==> src/rtl/atomic_alu_if.sv <==
// atomic_alu_if: command/load/display bundle between the board controls and the ALU core
interface atomic_alu_if #(
  parameter int DATA_W = 8,
  parameter int NREGS = 8,
  parameter int ADDR_W = $clog2(NREGS),
  parameter int CMD_W = 3 + 3 * ADDR_W
);
  logic run;
  logic [CMD_W-1:0] command;
  logic load_en;
  logic [ADDR_W-1:0] load_addr;
  logic [DATA_W-1:0] load_data;
  logic [ADDR_W-1:0] rd_addr;
  logic [DATA_W-1:0] rd_data;
  logic busy;
  logic done;
  logic [DATA_W-1:0] result;
  logic carry;
  logic zero;
  logic cas_ok;
  modport master (
    output run, command, load_en, load_addr, load_data, rd_addr,
    input rd_data, busy, done, result, carry, zero, cas_ok
  );
  modport slave (
    input run, command, load_en, load_addr, load_data, rd_addr,
    output rd_data, busy, done, result, carry, zero, cas_ok
  );
endinterface

==> src/rtl/atomic_alu_core.sv <==
// atomic_alu_core: register-file ALU with atomic SWAP/CAS, run-edge triggered 4-phase FSM
module atomic_alu_core #(
  parameter int DATA_W = 8,
  parameter int NREGS = 8,
  parameter int ADDR_W = $clog2(NREGS),
  parameter int CMD_W = 3 + 3 * ADDR_W
) (
  input logic clk,
  input logic rst,
  atomic_alu_if.slave bus
);
  typedef enum logic [1:0] {IDLE, READ, EXEC, WRITE} state_t;
  typedef enum logic [2:0] {OP_ADD, OP_SUB, OP_OR, OP_AND, OP_XOR, OP_MOV, OP_SWAP, OP_CAS} op_t;
  state_t state;
  op_t op;
  logic run_q;
  logic [ADDR_W-1:0] a1, a2, a3;
  logic [DATA_W-1:0] v1, v2, v3;
  logic [DATA_W-1:0] regs [NREGS];
  logic [DATA_W:0] sum, diff;
  logic [DATA_W-1:0] res_c;
  logic carry_c;
  assign sum = {1'b0, v1} + {1'b0, v2};
  assign diff = {1'b0, v1} - {1'b0, v2};
  // MOV/SWAP/CAS all report the old R[a1] and leave carry alone
  assign res_c = op == OP_ADD ? sum[DATA_W-1:0] :
                 op == OP_SUB ? diff[DATA_W-1:0] :
                 op == OP_OR  ? v1 | v2 :
                 op == OP_AND ? v1 & v2 :
                 op == OP_XOR ? v1 ^ v2 : v1;
  assign carry_c = op == OP_ADD ? sum[DATA_W] :
                   op == OP_SUB ? diff[DATA_W] :
                   op <= OP_XOR ? 1'b0 : bus.carry;
  assign bus.rd_data = regs[bus.rd_addr];
  always_ff @(posedge clk or posedge rst) begin
    if (rst) begin
      for (int i = 0; i < NREGS; i++) regs[i] <= DATA_W'(i);
      state <= IDLE;
      op <= OP_ADD;
      run_q <= 1'b0;
      {a1, a2, a3} <= '0;
      {v1, v2, v3} <= '0;
      bus.busy <= 1'b0;
      bus.done <= 1'b0;
      bus.result <= '0;
      bus.carry <= 1'b0;
      bus.zero <= 1'b0;
      bus.cas_ok <= 1'b0;
    end else begin
      run_q <= bus.run;
      bus.done <= 1'b0;
      case (state)
        IDLE: begin
          if (bus.load_en) regs[bus.load_addr] <= bus.load_data;
          if (bus.run && !run_q) begin
            state <= READ;
            bus.busy <= 1'b1;
          end
        end
        READ: begin
          // a load committed on the trigger edge is already visible here
          op <= op_t'(bus.command[CMD_W-1 -: 3]);
          a1 <= bus.command[3*ADDR_W-1 -: ADDR_W];
          a2 <= bus.command[2*ADDR_W-1 -: ADDR_W];
          a3 <= bus.command[ADDR_W-1:0];
          v1 <= regs[bus.command[3*ADDR_W-1 -: ADDR_W]];
          v2 <= regs[bus.command[2*ADDR_W-1 -: ADDR_W]];
          v3 <= regs[bus.command[ADDR_W-1:0]];
          state <= EXEC;
        end
        EXEC: begin
          bus.result <= res_c;
          bus.carry <= carry_c;
          bus.zero <= res_c == '0;
          bus.cas_ok <= op == OP_CAS && v1 == v2;
          state <= WRITE;
        end
        WRITE: begin
          if (op <= OP_XOR) regs[NREGS-1] <= bus.result;
          if (op == OP_MOV) regs[a3] <= v1;
          if (op == OP_SWAP) begin
            regs[a1] <= v2;
            regs[a2] <= v1;
          end
          if (op == OP_CAS && bus.cas_ok) regs[a1] <= v3;
          bus.done <= 1'b1;
          bus.busy <= 1'b0;
          state <= IDLE;
        end
        default: state <= IDLE;
      endcase
    end
  end
endmodule

==> src/flat_wrapper.sv <==
// flat-port wrapper written by rule: the top's interface ports become plain ports
module atomic_alu_core_flat 
#(
  parameter int DATA_W = 8,
  parameter int NREGS = 8,
  parameter int ADDR_W = $clog2(NREGS),
  parameter int CMD_W = 3 + 3 * ADDR_W
)
  (clk, rst, bus_run, bus_command, bus_load_en, bus_load_addr, bus_load_data, bus_rd_addr, bus_rd_data, bus_busy, bus_done, bus_result, bus_carry, bus_zero, bus_cas_ok);
  atomic_alu_if #(.DATA_W(DATA_W), .NREGS(NREGS), .ADDR_W(ADDR_W), .CMD_W(CMD_W)) bus_i ();
  input logic clk;
  input logic rst;
  input wire logic [$bits(bus_i.run)-1:0] bus_run;
  input wire logic [$bits(bus_i.command)-1:0] bus_command;
  input wire logic [$bits(bus_i.load_en)-1:0] bus_load_en;
  input wire logic [$bits(bus_i.load_addr)-1:0] bus_load_addr;
  input wire logic [$bits(bus_i.load_data)-1:0] bus_load_data;
  input wire logic [$bits(bus_i.rd_addr)-1:0] bus_rd_addr;
  output wire logic [$bits(bus_i.rd_data)-1:0] bus_rd_data;
  output wire logic [$bits(bus_i.busy)-1:0] bus_busy;
  output wire logic [$bits(bus_i.done)-1:0] bus_done;
  output wire logic [$bits(bus_i.result)-1:0] bus_result;
  output wire logic [$bits(bus_i.carry)-1:0] bus_carry;
  output wire logic [$bits(bus_i.zero)-1:0] bus_zero;
  output wire logic [$bits(bus_i.cas_ok)-1:0] bus_cas_ok;
  assign bus_i.run = bus_run;
  assign bus_i.command = bus_command;
  assign bus_i.load_en = bus_load_en;
  assign bus_i.load_addr = bus_load_addr;
  assign bus_i.load_data = bus_load_data;
  assign bus_i.rd_addr = bus_rd_addr;
  assign bus_rd_data = bus_i.rd_data;
  assign bus_busy = bus_i.busy;
  assign bus_done = bus_i.done;
  assign bus_result = bus_i.result;
  assign bus_carry = bus_i.carry;
  assign bus_zero = bus_i.zero;
  assign bus_cas_ok = bus_i.cas_ok;
  atomic_alu_core #(.DATA_W(DATA_W), .NREGS(NREGS), .ADDR_W(ADDR_W), .CMD_W(CMD_W)) u_core (.clk(clk), .rst(rst), .bus(bus_i));
endmodule
==> config.mk <==
export PLATFORM = sky130hd
export DESIGN_NAME = atomic_alu_core_flat
export DESIGN_NICKNAME = d
export VERILOG_FILES = /design/src/rtl/atomic_alu_if.sv /design/src/rtl/atomic_alu_core.sv /design/src/flat_wrapper.sv
export SDC_FILE = /design/constraint.sdc
export NUM_CORES = 1
export LEC_CHECK = 0
export BUFFER_PORTS_ARGS = -buffer_cell sky130_fd_sc_hd__buf_2
export CORE_UTILIZATION = 25
export CTS_BUF_LIST = sky130_fd_sc_hd__clkbuf_8
export CTS_CLUSTER_SIZE = 40
export DETAILED_ROUTE_END_ITERATION = 12
export GPL_TIMING_DRIVEN = 0
export MAX_ROUTING_LAYER = met4
export PLACE_DENSITY = 0.37
export REMOVE_ABC_BUFFERS = 1
export SETUP_SLACK_MARGIN = 0.05
export SYNTH_ARGS = -nofsm -noshare
export SYNTH_HDL_FRONTEND = slang
export SYNTH_SLANG_ARGS = --single-unit
==> constraint.sdc <==
create_clock -name clk -period 5 [get_ports clk]
set_input_delay 1 -clock clk [delete_from_list [all_inputs] [get_ports clk]]
set_output_delay 1 -clock clk [all_outputs]
set_load 0.02 [all_outputs]
==> qor.yml <==
clocking:
  cts.sinks: 116
  numCtsBuffers: 17
  cts.path.max_buffers: 2
  clk_latency_ps: 510
  cts_tree: "done"
  postCtsHoldBufs: 0
  postCtsSetupBuffers: 0
  path_clk_slew_ps: 80
  htree_levels: 4
  ctsResizeCount: 0
  cts-root-buf: "clkbuf_8"
outcome:
  failed_checks: "design-rule violations"
  status: "finished, violations left"
synthesis:
  synth_edf_count: 0
  yosysWarnings: 0
  yosysSeqAreaShare_pct: 26.7
  ys_types: 72
  synth_ff_type: "dfrtp_1"
  synth_top_family_by_area: "compound AO/OA/AOI/OAI gates"
  synth_area_sq_um: 10900
  synthMuxAreaShare_pct: 19.5
  avgSynthCellArea_sq_um: 8.52
  synth_fa_ha_area_share_pct: 3.58
  synth-compound-area-share_pct: 28.1
  ys_seq_elements: 116
  synthXorXnorAreaFrac_pct: 0.482
  syn_inst: 1280
  ys_async_sr_fraction_pct: 100
  yosys.area_share.simple_pct: 14.8
die:
  die-area_sq_um: 44500
  die_w_um: 211
  start_util_pct: 25.3
  rows: 76
  die_y_um: 211
  core-area_sq_um: 43100
  ioPinCount: 51
route:
  via_count: 10661
  met1_length_um: 23300
  ant_nets: 0
  routed.top_layer: "met4"
  vias_per_cell: 5.87
  drcViolationCount: 2
  dr.pass1.iters: 9
  avgRoutedWirePerCell_um: 28.1
  met3_length_um: 2440
  wirelength_um: 51000
  dr_wl_met2_um: 23600
  drt_iter0_markers: 974
worst_hold_path:
  worstHoldPathType: "reg2reg"
  holdPathStages: 1
  hold_end: "u_core.bus.zero$_DFFE_PP0P_"
  hold_start: "u_core.bus.zero$_DFFE_PP0P_"
worst_setup_path:
  r2r_start: "u_core.v1[1]$_DFFE_PP0N_"
  crit_required_ps: 5440
  reg2regPathDepth: 9
  end_kind: "register"
  path_class: "reg2reg"
  crit_path_start_kind: "register"
  r2r-end: "u_core.bus.zero$_DFFE_PP0P_"
  path_max_fanout: 16
  rrSetupSlack_ps: 830
  worstSetupStartpoint: "u_core.v1[1]$_DFFE_PP0N_"
  cp.arrival_ps: 4600
timing:
  min_period_ps: 4170
  timing.final.ws_setup_ps: 835
  setup_violations: 0
  relSlewSlack_pct: 4.64
  fmax_mhz: 240
  finalMaxSlewViolations: 0
  hold_viol: 0
  worstMarginPinSlew_ps: 1430
  post-route-period-util_pct: 83.3
  fin_skew_ps: 20.7
  timing.hold.ws_ps: 505
  rsz0062_at_grt: "no"
final_layout:
  fin_cells: 1816
  utilization_pct: 27.4
  drive_gt1_share_pct: 17.4
  syn_to_final_growth_pct: 8.28
  final_nets: 1277
place:
  dp_worst_setup_slack_ps: 599
  gp_congestion: 0.889
  dp_cells: 1783
  place_hpwl_um: 35000
  numPortBuffers: 50
global_route:
  grt_overflow: 0
  grt_max_degree: 68
  track_usage_pct: 24.1
  grt_pass1_vias: 10052
  grt_pass1_wl_um: 74100
  grt_antenna_before_repair: 1
pwr:
  p_leak_nw: 4.49
  irDropWorstVdd_uv: 212
  p_per_area_nw_per_um2: 732
flow_run:
  maxCapViolations: 0
## final cells by class
| cell class | count | area, sq um |
|---|---|---|
| antenna | 1 | 2.50 |
| clock buffer | 20 | 275 |
| clock inverter | 12 | 90.1 |
| fill | 4624 | 31300 |
| inverter | 38 | 148 |
| multi-input combinational | 988 | 7290 |
| sequential | 116 | 2920 |
| tap | 585 | 732 |
| timing repair buffer | 56 | 360 |
## cells by family after synthesis
family | count (synthesis)
AO/OA/AOI/OAI | 465
XOR/XNOR | 6
buffers and inverters | 176
AND/OR/NAND/NOR | 357
multiplexers | 130
adder cells (fa/ha/maj) | 30
flip-flops | 116
## where the power goes
group	internal (W)	leakage, nW	total, W	switching, W
logic	0.00209	2.97	0.00499	0.00289
registers	0.00145	1.33	0.00277	0.00132
clock network	0.000422	0.192	0.000890	0.000468
total	0.00396	4.49	0.00865	0.00469
## flip-flops by register name, indices dropped and copies added (netlist names)
name               flops
u_core.bus.done        1
u_core.bus.result      8
u_core.run_q           1
u_core.op              3
u_core.regs           64
u_core.v3              8
u_core.bus.busy        1
u_core.bus.carry       1
u_core.a3              3
u_core.bus.cas_ok      1
u_core.a1              3
u_core.v2              8
u_core.a2              3
u_core.state           2
u_core.v1              8
u_core.bus.zero        1
## worst max-delay path, cell delays in order (launching register included)
cell and delay, ps:
dfrtp_1 970, clkinv_1 790, ha_1 590, a21o_1 230, a21oi_2 150, xnor2_1 80
a221o_1 420, a2111oi_2 440, and4_1 250, a32o_1 160
## placed cells by master, fill, tap and decap left out, drive strengths merged, types with 3 or more instances in the layout
cell      netlist  layout
nand2         155     155
a21oi         119     119
nor2          112     112
o21ai         107     107
dfrtp         104     104
mux4           64      64
buf            49      56
a221oi         52      52
mux2i          42      42
o22ai          37      37
inv            35      37
o221ai         28      28
ha             28      28
o211ai         27      27
o2111ai        26      26
mux2           24      24
clkbuf         89      20
nand3          16      16
a31oi          14      14
dfstp          12      12
and2           12      12
nand2b         11      11
a22oi           9       9
o31ai           9       9
and3            9       9
clkinv          3       9
a211oi          8       8
a32o            7       7
nor2b           6       6
nor3            6       6
or2             5       5
xnor2           5       5
a2111oi         5       5
nand3b          4       4
a221o           4       4
or3             3       3
or3b            3       3
and3b           3       3
clkinvlp        0       3
nor3b           3       3
## cells in the mapped netlist (4+ instances only)
master | number | area share [%]
mux4_2 | 64 | 13
nor2b_1 | 6 | 0.34
xnor2_1 | 5 | 0.40
o221ai_1 | 28 | 2.2
o31ai_1 | 9 | 0.62
clkbuf_1 | 89 | 3.1
o21ai_0 | 100 | 4.6
nor3_1 | 6 | 0.28
nor2_1 | 111 | 3.8
a2111oi_0 | 4 | 0.32
o2111ai_1 | 26 | 2.1
or2_2 | 5 | 0.29
nand3b_1 | 4 | 0.28
dfstp_2 | 12 | 2.9
ha_1 | 28 | 3.2
a32o_1 | 7 | 0.64
inv_1 | 34 | 1.2
a221oi_1 | 51 | 4.1
a22oi_1 | 9 | 0.62
o22ai_1 | 37 | 2.1
o211ai_1 | 27 | 1.9
a31oi_1 | 14 | 0.80
mux2_2 | 24 | 2.5
a211oi_1 | 8 | 0.55
and3_1 | 8 | 0.46
o21ai_1 | 6 | 0.28
buf_1 | 5 | 0.17
mux2i_1 | 42 | 3.9
a21oi_1 | 118 | 5.4
nand2b_1 | 11 | 0.63
dfrtp_1 | 104 | 24
buf_2 | 37 | 1.7
nand2_1 | 154 | 5.3
and2_1 | 11 | 0.63
a221o_1 | 4 | 0.37
buf_4 | 6 | 0.41
nand3_1 | 15 | 0.69
## layer usage
metal  track usage, %  up-vias
li1                 -     4774
met1             32.6     5400
met2             37.0      409
met3             2.75       78
met4             9.02        0
met5                -        -
## through the flow
step / cell area [sq um] / TNS (ps) / total power (W)
after floorplan: 10300 / 0 / 0.00568
after global placement: 11300 / -149500 / 0.00764
after detailed placement: 11400 / 0 / 0.00770
after CTS: 11800 / 0 / 0.00862
after global routing: 11800 / 0 / 0.00930
final: 11800 / 0 / 0.00865
## how the worst max path moves through the flow
stage | endpoint | cells past startpoint
global placement | u_core.run_q$_DFF_PP0_ | 2
global route | u_core.bus.zero$_DFFE_PP0P_ | 9
detailed placement | u_core.regs[18]$_DFFE_PP1P_ | 6
CTS | u_core.regs[18]$_DFFE_PP1P_ | 6
finish | u_core.bus.zero$_DFFE_PP0P_ | 9
floorplan | u_core.a1[0]$_DFFE_PP0N_ | 1
Power figures use the tool's default switching activity.
